$ cat src/rtl/arm_dmem_responder_if.sv
// -----------------------------------------------------------------------------
// arm_dmem_responder_if
//
// Data-bus bundle between the single-cycle ARM core (master) and the data
// memory responder (slave).
//
// Signals:
//   MemWrite  [0:0]   master -> slave  write strobe, sampled on rising clk
//   ALUResult [31:0]  master -> slave  byte address (bits [1:0] ignored)
//   WriteData [31:0]  master -> slave  store data
//   ReadData  [31:0]  slave  -> master load data, combinational from ALUResult
// -----------------------------------------------------------------------------
interface arm_dmem_responder_if;
  logic        MemWrite;
  logic [31:0] ALUResult;
  logic [31:0] WriteData;
  logic [31:0] ReadData;

  // Core side: drives address, strobe and store data, receives load data.
  modport master (
    output MemWrite,
    output ALUResult,
    output WriteData,
    input  ReadData
  );

  // Memory side: receives the request, returns load data.
  modport slave (
    input  MemWrite,
    input  ALUResult,
    input  WriteData,
    output ReadData
  );
endinterface : arm_dmem_responder_if

$ cat src/rtl/arm_dmem_responder.sv
// -----------------------------------------------------------------------------
// arm_dmem_responder
//
// Data-memory responder for the single-cycle ARM core. Decodes the core's data
// bus into a word RAM and a four-register peripheral page:
//   0x8000_0000  TIMER_COUNT  RO   free-running counter, advances on tick
//   0x8000_0004  TIMER_CMP    RW   compare value, reset 0xFFFF_FFFF
//   0x8000_0008  STATUS       bit0 MATCH (sticky, write-1-to-clear)
//                                   bit1 IRQ_EN (only with ARM_DMEM_IRQ_EN)
//   0x8000_000C  GPIO_OUT     RW   drives gpio_out
// Everything else is unmapped: reads return 0, writes are dropped.
//
// Reads are combinational so the core can sample ReadData in the same cycle;
// all state changes on the rising edge of clk.
//
// Parameters:
//   RAM_WORDS  number of 32-bit RAM words (power of two, 4..1024)
//   PRESCALE   clock cycles per timer increment (>= 1)
//
// Ports:
//   clk       input   core clock
//   reset     input   asynchronous, active-low reset
//   bus       slave   data bus (MemWrite, ALUResult, WriteData, ReadData)
//   gpio_out  output  current GPIO_OUT register value
//   irq       output  registered MATCH & IRQ_EN (only with ARM_DMEM_IRQ_EN)
//
// Build option:
//   ARM_DMEM_IRQ_EN  when defined, adds the irq port and the IRQ_EN bit in
//                    STATUS; when undefined STATUS bit1 reads 0.
// -----------------------------------------------------------------------------
module arm_dmem_responder #(
  parameter int RAM_WORDS = 64,
  parameter int PRESCALE  = 1
) (
  input  logic                       clk,
  input  logic                       reset,
  arm_dmem_responder_if.slave        bus,
  output logic [31:0]                gpio_out
`ifdef ARM_DMEM_IRQ_EN
  ,
  output logic                       irq
`endif
);

  // ---------------------------------------------------------------------------
  // Derived constants
  // ---------------------------------------------------------------------------
  localparam int AW = $clog2(RAM_WORDS);
  // A one-bit prescale counter is kept even for PRESCALE=1; it never leaves 0.
  localparam int PW = (PRESCALE > 1) ? $clog2(PRESCALE) : 1;
  localparam logic [PW-1:0] PRESC_LAST = PW'(PRESCALE - 1);

  localparam logic [27:0] PERIPH_PAGE = 28'h800_0000;

  localparam logic [1:0] OFF_COUNT  = 2'd0;
  localparam logic [1:0] OFF_CMP    = 2'd1;
  localparam logic [1:0] OFF_STATUS = 2'd2;
  localparam logic [1:0] OFF_GPIO   = 2'd3;

  // MATCH flag viewed as a two-state machine.
  typedef enum logic {
    ST_IDLE    = 1'b0,
    ST_MATCHED = 1'b1
  } match_state_e;

  // ---------------------------------------------------------------------------
  // Address decode
  // ---------------------------------------------------------------------------
  logic [31:0]   addr;
  logic          ram_sel;
  logic          per_sel;
  logic [AW-1:0] ram_idx;
  logic [1:0]    reg_off;
  logic          unused_addr_bits;

  assign addr     = bus.ALUResult;
  assign ram_sel  = (addr[31:AW+2] == '0);
  assign per_sel  = (addr[31:4] == PERIPH_PAGE);
  assign ram_idx  = addr[AW+1:2];
  assign reg_off  = addr[3:2];
  // Byte-lane bits play no part in word addressing.
  assign unused_addr_bits = ^addr[1:0];

  // Write strobes per target. TIMER_COUNT has no strobe: it is read-only.
  logic wr_ram;
  logic wr_cmp;
  logic wr_status;
  logic wr_gpio;

  assign wr_ram    = bus.MemWrite & ram_sel;
  assign wr_cmp    = bus.MemWrite & per_sel & (reg_off == OFF_CMP);
  assign wr_status = bus.MemWrite & per_sel & (reg_off == OFF_STATUS);
  assign wr_gpio   = bus.MemWrite & per_sel & (reg_off == OFF_GPIO);

  // ---------------------------------------------------------------------------
  // Word RAM: no reset, combinational read port, synchronous write port.
  // ---------------------------------------------------------------------------
  logic [31:0] ram_q [RAM_WORDS];

  always_ff @(posedge clk) begin
    if (wr_ram) begin
      ram_q[ram_idx] <= bus.WriteData;
    end
  end

  // ---------------------------------------------------------------------------
  // Peripheral state
  // ---------------------------------------------------------------------------
  logic [PW-1:0] presc_q, presc_d;
  logic [31:0]   count_q, count_d;
  logic [31:0]   cmp_q,   cmp_d;
  logic [31:0]   gpio_q,  gpio_d;
  match_state_e  state_q, state_d;
`ifdef ARM_DMEM_IRQ_EN
  logic          irq_en_q, irq_en_d;
  logic          irq_q,    irq_d;
`endif

  logic tick;
  logic match_hit;
  logic match_clr;

  always_ff @(posedge clk or negedge reset) begin
    if (!reset) begin
      presc_q  <= '0;
      count_q  <= '0;
      cmp_q    <= 32'hFFFF_FFFF;
      gpio_q   <= '0;
      state_q  <= ST_IDLE;
`ifdef ARM_DMEM_IRQ_EN
      irq_en_q <= 1'b0;
      irq_q    <= 1'b0;
`endif
    end else begin
      presc_q  <= presc_d;
      count_q  <= count_d;
      cmp_q    <= cmp_d;
      gpio_q   <= gpio_d;
      state_q  <= state_d;
`ifdef ARM_DMEM_IRQ_EN
      irq_en_q <= irq_en_d;
      irq_q    <= irq_d;
`endif
    end
  end

  // Next-state logic for prescaler, timer, compare, GPIO and MATCH.
  always_comb begin
    presc_d   = presc_q;
    count_d   = count_q;
    cmp_d     = cmp_q;
    gpio_d    = gpio_q;
    state_d   = state_q;
    tick      = 1'b0;
    match_hit = 1'b0;
    match_clr = 1'b0;
`ifdef ARM_DMEM_IRQ_EN
    irq_en_d  = irq_en_q;
    irq_d     = 1'b0;
`endif

    // Prescaler wraps at PRESCALE-1 and emits tick on that cycle.
    tick = (presc_q == PRESC_LAST);
    if (tick) begin
      presc_d = '0;
      count_d = count_q + 32'd1;  // wraps naturally mod 2^32
    end else begin
      presc_d = presc_q + 1'b1;
    end

    // Compare against the value the counter is about to take, using the
    // currently registered TIMER_CMP: a CMP write on this edge only affects
    // later edges.
    match_hit = tick && ((count_q + 32'd1) == cmp_q);
    match_clr = wr_status && bus.WriteData[0];

    unique case (state_q)
      ST_IDLE: begin
        if (match_hit) begin
          state_d = ST_MATCHED;
        end
      end
      ST_MATCHED: begin
        // A clear on the same edge as a fresh match loses: the flag stays set.
        if (match_clr && !match_hit) begin
          state_d = ST_IDLE;
        end
      end
      default: state_d = ST_IDLE;
    endcase

    if (wr_cmp) begin
      cmp_d = bus.WriteData;
    end
    if (wr_gpio) begin
      gpio_d = bus.WriteData;
    end

`ifdef ARM_DMEM_IRQ_EN
    if (wr_status) begin
      irq_en_d = bus.WriteData[1];
    end
    // Built from registered values, so irq lags the enabling condition by
    // exactly one cycle.
    irq_d = (state_q == ST_MATCHED) && irq_en_q;
`endif
  end

  // ---------------------------------------------------------------------------
  // Read mux (combinational)
  // ---------------------------------------------------------------------------
  logic [31:0] status_rd;
  logic [31:0] rdata;

`ifdef ARM_DMEM_IRQ_EN
  assign status_rd = {30'b0, irq_en_q, (state_q == ST_MATCHED)};
`else
  assign status_rd = {31'b0, (state_q == ST_MATCHED)};
`endif

  always_comb begin
    rdata = '0;
    if (ram_sel) begin
      rdata = ram_q[ram_idx];
    end else if (per_sel) begin
      unique case (reg_off)
        OFF_COUNT:  rdata = count_q;
        OFF_CMP:    rdata = cmp_q;
        OFF_STATUS: rdata = status_rd;
        OFF_GPIO:   rdata = gpio_q;
        default:    rdata = '0;
      endcase
    end
  end

  assign bus.ReadData = rdata;
  assign gpio_out     = gpio_q;
`ifdef ARM_DMEM_IRQ_EN
  assign irq          = irq_q;
`endif

endmodule : arm_dmem_responder

$ cat src/flat_wrapper.sv
// flat-port wrapper written by rule: the top's interface ports become plain ports
module arm_dmem_responder_flat 
#(
  parameter int RAM_WORDS = 64,
  parameter int PRESCALE  = 1
)
  (clk, reset, gpio_out, bus_MemWrite, bus_ALUResult, bus_WriteData, bus_ReadData);
  arm_dmem_responder_if bus_i ();
  input  logic clk;
  input  logic reset;
  output logic [31:0] gpio_out;
  input wire logic [$bits(bus_i.MemWrite)-1:0] bus_MemWrite;
  input wire logic [$bits(bus_i.ALUResult)-1:0] bus_ALUResult;
  input wire logic [$bits(bus_i.WriteData)-1:0] bus_WriteData;
  output wire logic [$bits(bus_i.ReadData)-1:0] bus_ReadData;
  assign bus_i.MemWrite = bus_MemWrite;
  assign bus_i.ALUResult = bus_ALUResult;
  assign bus_i.WriteData = bus_WriteData;
  assign bus_ReadData = bus_i.ReadData;
  arm_dmem_responder #(.RAM_WORDS(RAM_WORDS), .PRESCALE(PRESCALE)) u_core (.clk(clk), .reset(reset), .bus(bus_i), .gpio_out(gpio_out));
endmodule
$ cat config.mk
export PLATFORM = sky130hd
export DESIGN_NAME = arm_dmem_responder_flat
export DESIGN_NICKNAME = d
export VERILOG_FILES = /design/src/rtl/arm_dmem_responder_if.sv /design/src/rtl/arm_dmem_responder.sv /design/src/flat_wrapper.sv
export SDC_FILE = /design/constraint.sdc
export NUM_CORES = 2
export LEC_CHECK = 0
export BUFFER_PORTS_ARGS = -buffer_cell sky130_fd_sc_hd__buf_4
export CORE_MARGIN = 5
export CORE_UTILIZATION = 25
export DETAILED_ROUTE_END_ITERATION = 8
export HOLD_SLACK_MARGIN = 0.12
export PLACE_DENSITY = 0.48
export SLEW_MARGIN = 25
export SYNTH_ARGS = -nofsm -noshare
export SYNTH_HDL_FRONTEND = slang
export SYNTH_SLANG_ARGS = --single-unit
$ cat constraint.sdc
create_clock -name clk -period 4.2 [get_ports clk]
set_input_delay 0.84 -clock clk [delete_from_list [all_inputs] [get_ports clk]]
set_output_delay 0.84 -clock clk [all_outputs]
set_load 0.02 [all_outputs]
==> metrics.txt <==
clock slew at reported path FFs 0.06 ns; Worst EP required 3.36 ns; minimum clock period 4.45 ns; number of clock sinks 2145; Layout Area Growth over Synthesis 24.1%; clk_skew 0.0164 ns; DR pass1 iterations 7; final net count 4359; Worst setup SP type input pin; gr ovfl total 0; type of the tightest min-delay check input pin to flip-flop; Cell Pwr Density 435 nW/µm²; Crit Path Class input pin to output port; FP Rows 212; WL per Instance 28.0 µm; H-tree depth 4; I/O pin total 131; slowest CP cell mux4_2; first-pass GRT wire length 344 mm; Vias/cell 4.69; failing checks setup timing; Final ANT Viol Nets 0; Area after DPL 94800 µm²; largest net degree at the start of global routing 73; Slew @ Worst Pin 0.919 ns; Synth warnings 0; slew margin rel. 0.382; pre-CTS WS -1.05 ns; sequential area share after synthesis 0.766; post-synthesis cell count 3634; crit end category output port; Area contributors post-synth edfxtp_1 74%, mux4_2 16%, dfrtp_1 1.9%; post-layout util 0.311; crit-path max FO 7; Max Root-Sink Buffers 3; initial antenna violation count 19; CP Cell Sequence buf_16 -> buf_8 -> buf_12 -> buf_8 -> buf_12 -> buf_6 -> mux4_2 -> mux4_2 -> nor2_4 -> a211oi_4 -> nor3_2 -> buf_4 -> o22ai_4 -> buf_6; RSZ-0062 raised after global routing yes; Routed WL 248 mm; Final period util 1.06; share of flip-flops with an asynchronous set or reset 0.0452; GRT Total Usage 0.139; Buffers on Ports 128; Final Hold Vio Count 0; Max Slew Vio Count 0; commonest non-fill, non-tap cell in the layout edfxtp_1; mapped cell area 83500 µm²; Post-Syn Nets 3702; dpl hpwl 152 mm; CTS Buf Count 219; Iter 0 DRT Violations 3918; Critical Path Max Stage Delay 0.54 ns; Synth top area share 0.737; Yosys reg bits 2145; routed length on met1 111 mm; VDD IR max 0.363 mV; DR WL met3 12.6 mm; worst setup margin -0.254 ns; worst skew pair latency 0.87 ns; Die Span X 588 µm; die area 346000 µm²; routability cong. 0.821; Initial Util 0.251; # Max-Cap Violations 0; DRC viols 0; area leader, netlist edfxtp_1; core area 333000 µm²; Buffers & Inverters on Critical Path 8; layout cell share with drive strength beyond 1 0.407; Hold WS 0.401 ns; Yosys cell types 60; commonest non-fill, non-tap cells in the layout 2048 x edfxtp_1, 604 x mux4_2, 409 x buf_4, 225 x clkbuf_16, 160 x buf_12; highest routed layer met5; Post-synth EDFFs 2048; FMAX 0.225 GHz; Avg Cell Area, Syn 23.0 µm²; outcome finished, violations left; arrival time of the worst setup path 3.61 ns; Root Driver clkbuf_16; TritonCTS clock tree yes; routed via count 41.5k; Final setup viols 30; Die H 588 µm; met2 WL 120 mm; delay-heaviest family, CP buffers and inverters; vias in the first global route 42.3k; top_reg_cell synth edfxtp_1; final instance area 104000 µm²; leakage power 32.8 nW
flip-flops by register name, indices dropped and copies added (netlist names):
register / flops
u_core.cmp_q: 32
u_core.count_q: 32
u_core.gpio_out: 32
u_core.ram_q: 2048
u_core.state_q: 1
cell type report:
class	count	area, µm²
clock buffer	284	5810
inverter	11	41.3
multi-input combinational	1274	19700
timing repair buffer	640	7410
sequential	2145	64000
clock inverter	113	1140
antenna	6	15.0
fill	31821	229000
tap	4387	5490
cell families (layout without fill, tap and decap cells):
logic type	count (synthesis)	count (layout)	share of synthesized area
simple gates	243	243	0.0145
mux	790	790	0.187
xor+xnor	59	59	0.00636
other cells	0	6	0
compound gates	181	181	0.0153
buf+inv	215	1048	0.0104
flops	2145	2145	0.766
fa+ha+maj	1	1	0.000150
through the flow:
stage,TNS [ns],cells,total power [mW]
final,-4.43,8860,45.0
after floorplan,-481.77,3634,24.9
after CTS,-5.98,8826,45.5
after global placement,-12.64,8381,26.2
after detailed placement,-13.06,8381,26.2
after global routing,-6.25,8854,46.5
final timing paths:
check	from	endpoint	slack [ns]	cells past startpoint
worst max register to register	u_core.count_q[1]	u_core.state_q	0.43	9
max in group asynchronous	reset	u_core.cmp_q[15]	2.71	3
worst min-delay path	bus_MemWrite	u_core.state_q	0.40	4
min in group asynchronous	reset	u_core.count_q[19]	0.59	2
worst min register to register	u_core.count_q[31]	u_core.count_q[31]	0.50	1
worst max-delay path	bus_ALUResult[2]	bus_ReadData[14]	-0.25	14
repair_timing:
item / CTS / global route
endpoints found under the hold margin: 49 / 0
pin swaps: 15 / 24
cloned: 4 / 2
hold buffers: 1 / 0
resized for setup: 119 / 84
setup buffers: 47 / 30
endpoints found under the setup margin: 32 / 31
power by group:
group	total (mW)	internal, mW	switching [mW]
logic	2.52	1.09	1.43
clock network	19.1	10.9	8.17
registers	23.4	23.4	0.0000000302
worst register-to-register path: stages (launching register included):
cell and delay (ns):
dfrtp_1 0.41, ha_1 0.23, nand4_1 0.19, or4_1 0.63, nor2_1 0.18, and4_1 0.28, mux2_2 0.37, or4_1 0.52
or4_1 0.58, o31ai_1 0.28
layer usage:
| metal | vias to the layer above | GRT usage |
|---|---|---|
| met3 | 258 | 0.0212 |
| met1 | 23181 | 0.196 |
| met5 | - | 0 |
| met2 | 1163 | 0.229 |
| met4 | 10 | 0.0278 |
| li1 | 16907 | - |
synth_stat cells (7+ instances only):
cell type  number
edfxtp_1     2048
mux4_2        604
mux2_2        107
clkbuf_1      102
nor2_1         96
mux2i_1        79
dfrtp_1        65
o22ai_1        59
buf_1          52
buf_2          50
nand2_1        39
a22oi_1        34
xnor2_1        34
dfstp_2        32
xor2_1         24
a21oi_1        17
nor3_1         16
a211oi_1       14
nand4_1        13
nand3_1        12
nor4_1         12
o21ai_0        11
inv_1          10
nor2b_1        10
a22o_1          9
nor3b_1         8
a221oi_1        7
(Power assumes the default switching activity.)
